`src/rtl/branch_predictor_if.sv`:
```
// Fetch/resolve bundle between the pipeline and the branch predictor.
// Slave is the predictor; master is the fetch/resolve driver.
interface branch_predictor_if #(
    parameter int DEPTH = 4
);
    localparam int CW = $clog2(DEPTH) + 1;

    logic          fetch_valid;
    logic          fetch_is_branch;
    logic [15:0]   fetch_pc;
    logic          pred_taken;
    logic          q_full;
    logic [CW-1:0] q_count;
    logic          resolve_valid;
    logic          resolve_miss;
    logic          flush;
    logic [15:0]   miss_count;

    modport master (
        output fetch_valid, fetch_is_branch, fetch_pc,
        output resolve_valid, resolve_miss, flush,
        input  pred_taken, q_full, q_count, miss_count
    );

    modport slave (
        input  fetch_valid, fetch_is_branch, fetch_pc,
        input  resolve_valid, resolve_miss, flush,
        output pred_taken, q_full, q_count, miss_count
    );
endinterface

```
`src/rtl/branch_predictor.sv`:
```
// 2-bit saturating-counter branch predictor with an in-order in-flight branch queue.
// Latency: prediction is combinational; a resolve updates its counter for the next cycle.
// Backpressure: q_full refuses new branches (dropped); flush empties the queue after the current resolve.
module branch_predictor #(
    parameter int IDX_BITS = 4,
    parameter int DEPTH    = 4
) (
    input  logic               clk,
    input  logic               rst_n,
    branch_predictor_if.slave  bp
);
    localparam int PW      = $clog2(DEPTH);
    localparam int CW      = PW + 1;
    localparam int ENTRIES = 1 << IDX_BITS;

    logic [1:0]          ctr    [ENTRIES];
    logic [IDX_BITS-1:0] q_idx  [DEPTH];
    logic                q_pred [DEPTH];

    logic [PW-1:0]       head;
    logic [PW-1:0]       tail;
    logic [CW-1:0]       count;
    logic [15:0]         misses;

    logic [IDX_BITS-1:0] fetch_idx;
    logic [IDX_BITS-1:0] head_idx;
    logic                pred;
    logic                full;
    logic                push;
    logic                pop;
    logic                actual;

    assign fetch_idx = bp.fetch_pc[IDX_BITS-1:0];
    assign pred      = ctr[fetch_idx][1];
    assign full      = (count == CW'(DEPTH));
    assign push      = bp.fetch_valid && bp.fetch_is_branch && !full && !bp.flush;
    assign pop       = bp.resolve_valid && (count != '0);
    assign head_idx  = q_idx[head];
    // The outcome is recovered from the prediction stored at fetch time.
    assign actual    = q_pred[head] ^ bp.resolve_miss;

    assign bp.pred_taken = pred;
    assign bp.q_full     = full;
    assign bp.q_count    = count;
    assign bp.miss_count = misses;

    always_ff @(posedge clk or negedge rst_n) begin
        if (!rst_n) begin
            for (int i = 0; i < ENTRIES; i++) begin
                ctr[i] <= 2'b01;
            end
        end else if (pop) begin
            if (actual) begin
                if (ctr[head_idx] != 2'b11) ctr[head_idx] <= ctr[head_idx] + 2'b01;
            end else begin
                if (ctr[head_idx] != 2'b00) ctr[head_idx] <= ctr[head_idx] - 2'b01;
            end
        end
    end

    always_ff @(posedge clk) begin
        if (push) begin
            q_idx[tail]  <= fetch_idx;
            q_pred[tail] <= pred;
        end
    end

    always_ff @(posedge clk or negedge rst_n) begin
        if (!rst_n) begin
            head  <= '0;
            tail  <= '0;
            count <= '0;
        end else if (bp.flush) begin
            // Push is already blocked by flush, so tail is stable; collapse onto it.
            head  <= tail;
            count <= '0;
        end else begin
            if (push) tail <= tail + PW'(1);
            if (pop)  head <= head + PW'(1);
            case ({push, pop})
                2'b10:   count <= count + CW'(1);
                2'b01:   count <= count - CW'(1);
                default: count <= count;
            endcase
        end
    end

    always_ff @(posedge clk or negedge rst_n) begin
        if (!rst_n) begin
            misses <= '0;
        end else if (pop && bp.resolve_miss && (misses != 16'hFFFF)) begin
            misses <= misses + 16'd1;
        end
    end
endmodule

```
`src/flat_wrapper.sv`:
```
// flat-port wrapper written by rule: the top's interface ports become plain ports
module branch_predictor_flat 
#(
    parameter int IDX_BITS = 4,
    parameter int DEPTH    = 4
)
  (clk, rst_n, bp_fetch_valid, bp_fetch_is_branch, bp_fetch_pc, bp_resolve_valid, bp_resolve_miss, bp_flush, bp_pred_taken, bp_q_full, bp_q_count, bp_miss_count);
  branch_predictor_if #(.DEPTH(DEPTH)) bp_i ();
  input  logic clk;
  input  logic rst_n;
  input wire logic [$bits(bp_i.fetch_valid)-1:0] bp_fetch_valid;
  input wire logic [$bits(bp_i.fetch_is_branch)-1:0] bp_fetch_is_branch;
  input wire logic [$bits(bp_i.fetch_pc)-1:0] bp_fetch_pc;
  input wire logic [$bits(bp_i.resolve_valid)-1:0] bp_resolve_valid;
  input wire logic [$bits(bp_i.resolve_miss)-1:0] bp_resolve_miss;
  input wire logic [$bits(bp_i.flush)-1:0] bp_flush;
  output wire logic [$bits(bp_i.pred_taken)-1:0] bp_pred_taken;
  output wire logic [$bits(bp_i.q_full)-1:0] bp_q_full;
  output wire logic [$bits(bp_i.q_count)-1:0] bp_q_count;
  output wire logic [$bits(bp_i.miss_count)-1:0] bp_miss_count;
  assign bp_i.fetch_valid = bp_fetch_valid;
  assign bp_i.fetch_is_branch = bp_fetch_is_branch;
  assign bp_i.fetch_pc = bp_fetch_pc;
  assign bp_i.resolve_valid = bp_resolve_valid;
  assign bp_i.resolve_miss = bp_resolve_miss;
  assign bp_i.flush = bp_flush;
  assign bp_pred_taken = bp_i.pred_taken;
  assign bp_q_full = bp_i.q_full;
  assign bp_q_count = bp_i.q_count;
  assign bp_miss_count = bp_i.miss_count;
  branch_predictor #(.IDX_BITS(IDX_BITS), .DEPTH(DEPTH)) u_core (.clk(clk), .rst_n(rst_n), .bp(bp_i));
endmodule
```
`config.mk`:
```
export PLATFORM = sky130hd
export DESIGN_NAME = branch_predictor_flat
export DESIGN_NICKNAME = d
export VERILOG_FILES = /design/src/rtl/branch_predictor_if.sv /design/src/rtl/branch_predictor.sv /design/src/flat_wrapper.sv
export SDC_FILE = /design/constraint.sdc
export NUM_CORES = 1
export LEC_CHECK = 0
export ABC_AREA = 1
export CORE_MARGIN = 3
export CORE_UTILIZATION = 50
export CTS_BUF_LIST = sky130_fd_sc_hd__clkbuf_8 sky130_fd_sc_hd__clkbuf_16
export DETAILED_ROUTE_END_ITERATION = 16
export HOLD_SLACK_MARGIN = 0.15
export PLACE_DENSITY = 0.76
export SYNTH_ARGS = -nofsm -noshare
export SYNTH_HDL_FRONTEND = slang
export SYNTH_SLANG_ARGS = --single-unit
export TNS_END_PERCENT = 20
```
`constraint.sdc`:
```
create_clock -name clk -period 3.3 [get_ports clk]
set_input_delay 0.66 -clock clk [delete_from_list [all_inputs] [get_ports clk]]
set_output_delay 0.66 -clock clk [all_outputs]
set_load 0.02 [all_outputs]
```
==> results.txt <==
The run finished with clean final reports. The number of max-slew violations in the final report is 0, and the number of global-route vias before repair is 3538. Post-synthesis share of cell area spent on xor and xnor gates: 4.83%. In this run the power density over the cells is 1020 mW/mm2. The standby leakage power was 2.22 nW. The tools report the number of placed I/O pins as 44. The fraction of the yosys area taken by sequential cells came out at 48.5%. In this run switching power makes up 46.3% of total power. The number of hold violations in the final report is 0. Counting the buffers created by CTS gives 9. The final routed wire length divided by cell count came out at 15.0 um. The count of buffers inserted at the top-level ports is 31, and the post-synthesis adder-cell area fraction is 2.61%. The wire length of the first global-routing pass was 16500 um; the ratio of final minimum period to clock period was 90.9%. At the pin with the least slew margin, the transition time is 0.738 ns. The cell area that synthesis handed to floorplanning was 0.00412 mm2. In the routed design, unresolved DRC markers number 0. The run gives 4.90 mW as the post-layout total power.

The core region is 0.00785 mm2. The number of filler instances in the final layout is 686, and the relative area change from synthesis to final layout is 16.9%. The maximum clock path buffer count was 2.

The nature of the critical path endpoint was a flop. Ranked by instance count, the synthesized netlist is headed by sky130_fd_sc_hd__nand2_1 (154), sky130_fd_sc_hd__inv_1 (45), sky130_fd_sc_hd__nor2_1 (44), sky130_fd_sc_hd__o21ai_0 (44), sky130_fd_sc_hd__dfrtp_1 (39). The clock sink total was 75; the post-detailed-route count of antenna-violating nets was 0. The average instance in the mapped netlist occupies 8.35 um2. The area of the multi-input gates was 0.00182 mm2; the number of setup buffers added after CTS was 0.

Synthesis instantiated 36 different standard cells from the library. The insertion delay to the later sink of the worst-skew pair was 0.36 ns. Clock-pin slew was measured on the worst setup and hold paths at 0.08 ns. Most used cell along the critical path: sky130_fd_sc_hd__nand2_1. Synthesis produced a netlist with a net count of 524. Worst slew margin relative to its limit: 50.8%. In the final layout, the share of cells above drive strength 1 is 13.9%.

The root buffer cell chosen for the clock tree is sky130_fd_sc_hd__clkbuf_8. The critical path required time is 3.55 ns. Timing analysis after detailed placement gives a worst setup slack of -0.0376 ns. The slowest stage of the critical path belongs to the cell sky130_fd_sc_hd__dfrtp_1. Number of rows in the core area: 32. TritonCTS built the clock tree.

By area, the combinational part of the netlist is dominated by simple AND/OR/NAND/NOR gates. The via density per instance was 5.26; the setup slack after layout was 0.300 ns. The largest single stage delay on the critical path is 0.59 ns. The floorplan die width works out to 96.8 um.

The most frequently used cell type in the post-synthesis netlist was sky130_fd_sc_hd__nand2_1. The initial utilization of the core area, before any placement, comes to 52.5%. Entering global routing, the biggest net connects 34 pins. The synthesized netlist devotes 9.63% of its cell area to compound gates. Detailed placement ended at an HPWL of 6960 um.

Setup violations remaining at the end of the flow were counted as 0. In this run, synthesis produced a sequential element count of 75. The logs give 4 for the number of iterations in the first detailed-routing pass and 0 for the initial antenna violation count. Final-stage net count: 571.

The cell type with the highest aggregate area in the netlist was sky130_fd_sc_hd__dfrtp_1. The run gives 0 as the yosys synthesis warning count. Routability-driven placement finished with a final weighted congestion of 0.883. 0 antenna diodes ended up in the layout. In the final layout, flip-flops and latches occupy 0.00200 mm2.

The die is 96.8 um tall. For this run, the leading register cell type out of synthesis is sky130_fd_sc_hd__dfrtp_1. Combinational logic is responsible for 53.0% of the overall power. Final hold analysis gives a worst-case slack of 0.360 ns.

Share of the core filled with cells in the final layout: 61.3%. Summing over every cut layer, the via total after detailed routing is 3400. Data on the critical path arrives at its endpoint at 3.25 ns.

The multiplexer share of the synthesized area is 0%. The routed design has 9680 um of wire. The fraction of synthesized cell area taken by the top area cell type is 23.7%. The fraction of registers with async set or reset after synthesis came out at 73.3%.

Traced cell by cell, the critical path runs through clkinv_2 -> nand3_1 -> nand2_4 -> inv_2 -> nand2_1 -> o21ai_0 -> o21ai_0 -> nand2_1 -> nor2_1 -> ha_1 -> nand2_1 -> nand3_2 -> buf_12 -> inv_1 -> nand2_1 -> nand2_1 -> nand2_1. The maximum clock rate came out at 333 MHz. In this run, the number of DRC markers left after iteration 0 of detailed routing was 201. The highest ir drop seen on vdd was 0.000608 V.

The run gives 2.63 mW as the cell-internal power. Of all nets on the critical path, the largest fanout is 31. Synthesized instance count: 493. Global routing used 21.6% of the available tracks across all layers. Number of levels in the clock H-tree: 3. The element type at the critical path start was a flop. The clock network is responsible for 17.5% of the overall power. The number of hold buffers added after CTS was 0. The worst setup slack for register-to-register paths was 0.30 ns; the residual overflow from global routing was 0. The clock arrives with 0.0101 ns of skew.

The worst hold path belongs to the class in2async. Sorting the synthesized cells by area gives the leading types as sky130_fd_sc_hd__dfrtp_1 (24%), sky130_fd_sc_hd__edfxtp_1 (15%), sky130_fd_sc_hd__nand2_1 (14%). The die footprint is 0.00936 mm2, and the post-route minimum period is 3.00 ns. Number of enable flip-flop cells after synthesis: 20. Max-cap violations in this run came to 0. The post-synthesis share of cell area spent on and, or, nand and nor gates works out to 27.0%. The startpoint-to-endpoint class of the critical path is reg2reg. The logs give 29.5% for the sequential group share of total power and 2.27 mW for the total net switching power.

Setup repair after global routing left no endpoint under its margin.
## kinds of logic after synthesis
kind of cell	count (synthesis)
AOI/OAI and AO/OA	76
xor gates and xnor gates	21
adders and majority gates	8
buffers and inverters	62
DFF	75
and+or+nand+nor	251
## repair_timing
item                                    CTS  global route
endpoints found under the hold margin     0             0
gates resized for setup                   1             2
endpoints found under the setup margin    1             1
## stage by stage
stage	cell area (um2)	TNS (ns)	std cells
after floorplan	4120	0	493
after global placement	4570	0	631
after detailed placement	4570	-0.0376	631
after CTS	4810	0	647
after global routing	4810	0	647
final	4810	0	647
## path summary, 6_finish.rpt
kind,start,endpoint,depth (start not counted)
setup / recovery,u_core.head[1],u_core.ctr[31],17
hold / removal,rst_n,u_core.ctr[27],1
setup reg to reg,u_core.head[1],u_core.ctr[31],17
hold reg to reg,flop,flop,2
max in group asynchronous,rst_n,async pin,2
min in group clk,flop,flop,2
## power groups by stage
stage / sequential (mW) / combinational (mW) / clock (mW)
CTS: 1.44 / 2.58 / 0.863
global route: 1.47 / 2.88 / 0.906
floorplan: 1.43 / 1.93 / 0
global placement: 1.45 / 2.50 / 0
finish: 1.45 / 2.60 / 0.857
detailed placement: 1.46 / 2.55 / 0
## critical path, delay by kind of cell (launching register included)
family                     cells  cell delay (ns)
AOI/OAI and AO/OA              2             0.35
adders and majority gates      1             0.18
buffers and inverters          4             0.69
DFF                            1             0.59
and+or+nand+nor               10             1.09
## per-layer routing
| layer | share of wire (%) | up-vias | global-route usage [%] |
|---|---|---|---|
| li1 | - | 1678 | - |
| met1 | 44 | 1618 | 27.6 |
| met2 | 50 | 92 | 35.9 |
| met3 | 5.0 | 12 | 5.84 |
| met4 | 1.2 | 0 | 6.16 |
| met5 | 0 | - | 0 |
## final cells by class
class	instances	share of cell area (%)
Clock buffer	9	2.57
Clock inverter	7	2.42
Inverter	51	4.00
Multi-Input combinational cell	356	37.7
Sequential cell	75	41.5
Tap cell	102	2.65
Timing Repair Buffer	47	9.12
## cells in the final DEF (no fill, tap or decap), drive strengths merged
master / n
clkbuf: 9
o21ai: 59
clkdlybuf4s50: 28
o211ai: 2
o22ai: 3
clkinv: 5
buf: 17
xnor2: 6
dlymetal6s2s: 1
xor2: 15
inv: 49
nand4: 1
bufinv: 3
ha: 7
dlygate4sd2: 1
a21oi: 11
dfrtp: 39
nor3: 3
clkinvlp: 1
nand2: 166
fa: 1
o221ai: 1
nand3: 26
nor2: 47
dfstp: 16
edfxtp: 20
nand3b: 8
No activity file was read; power rests on OpenSTA's default activity.
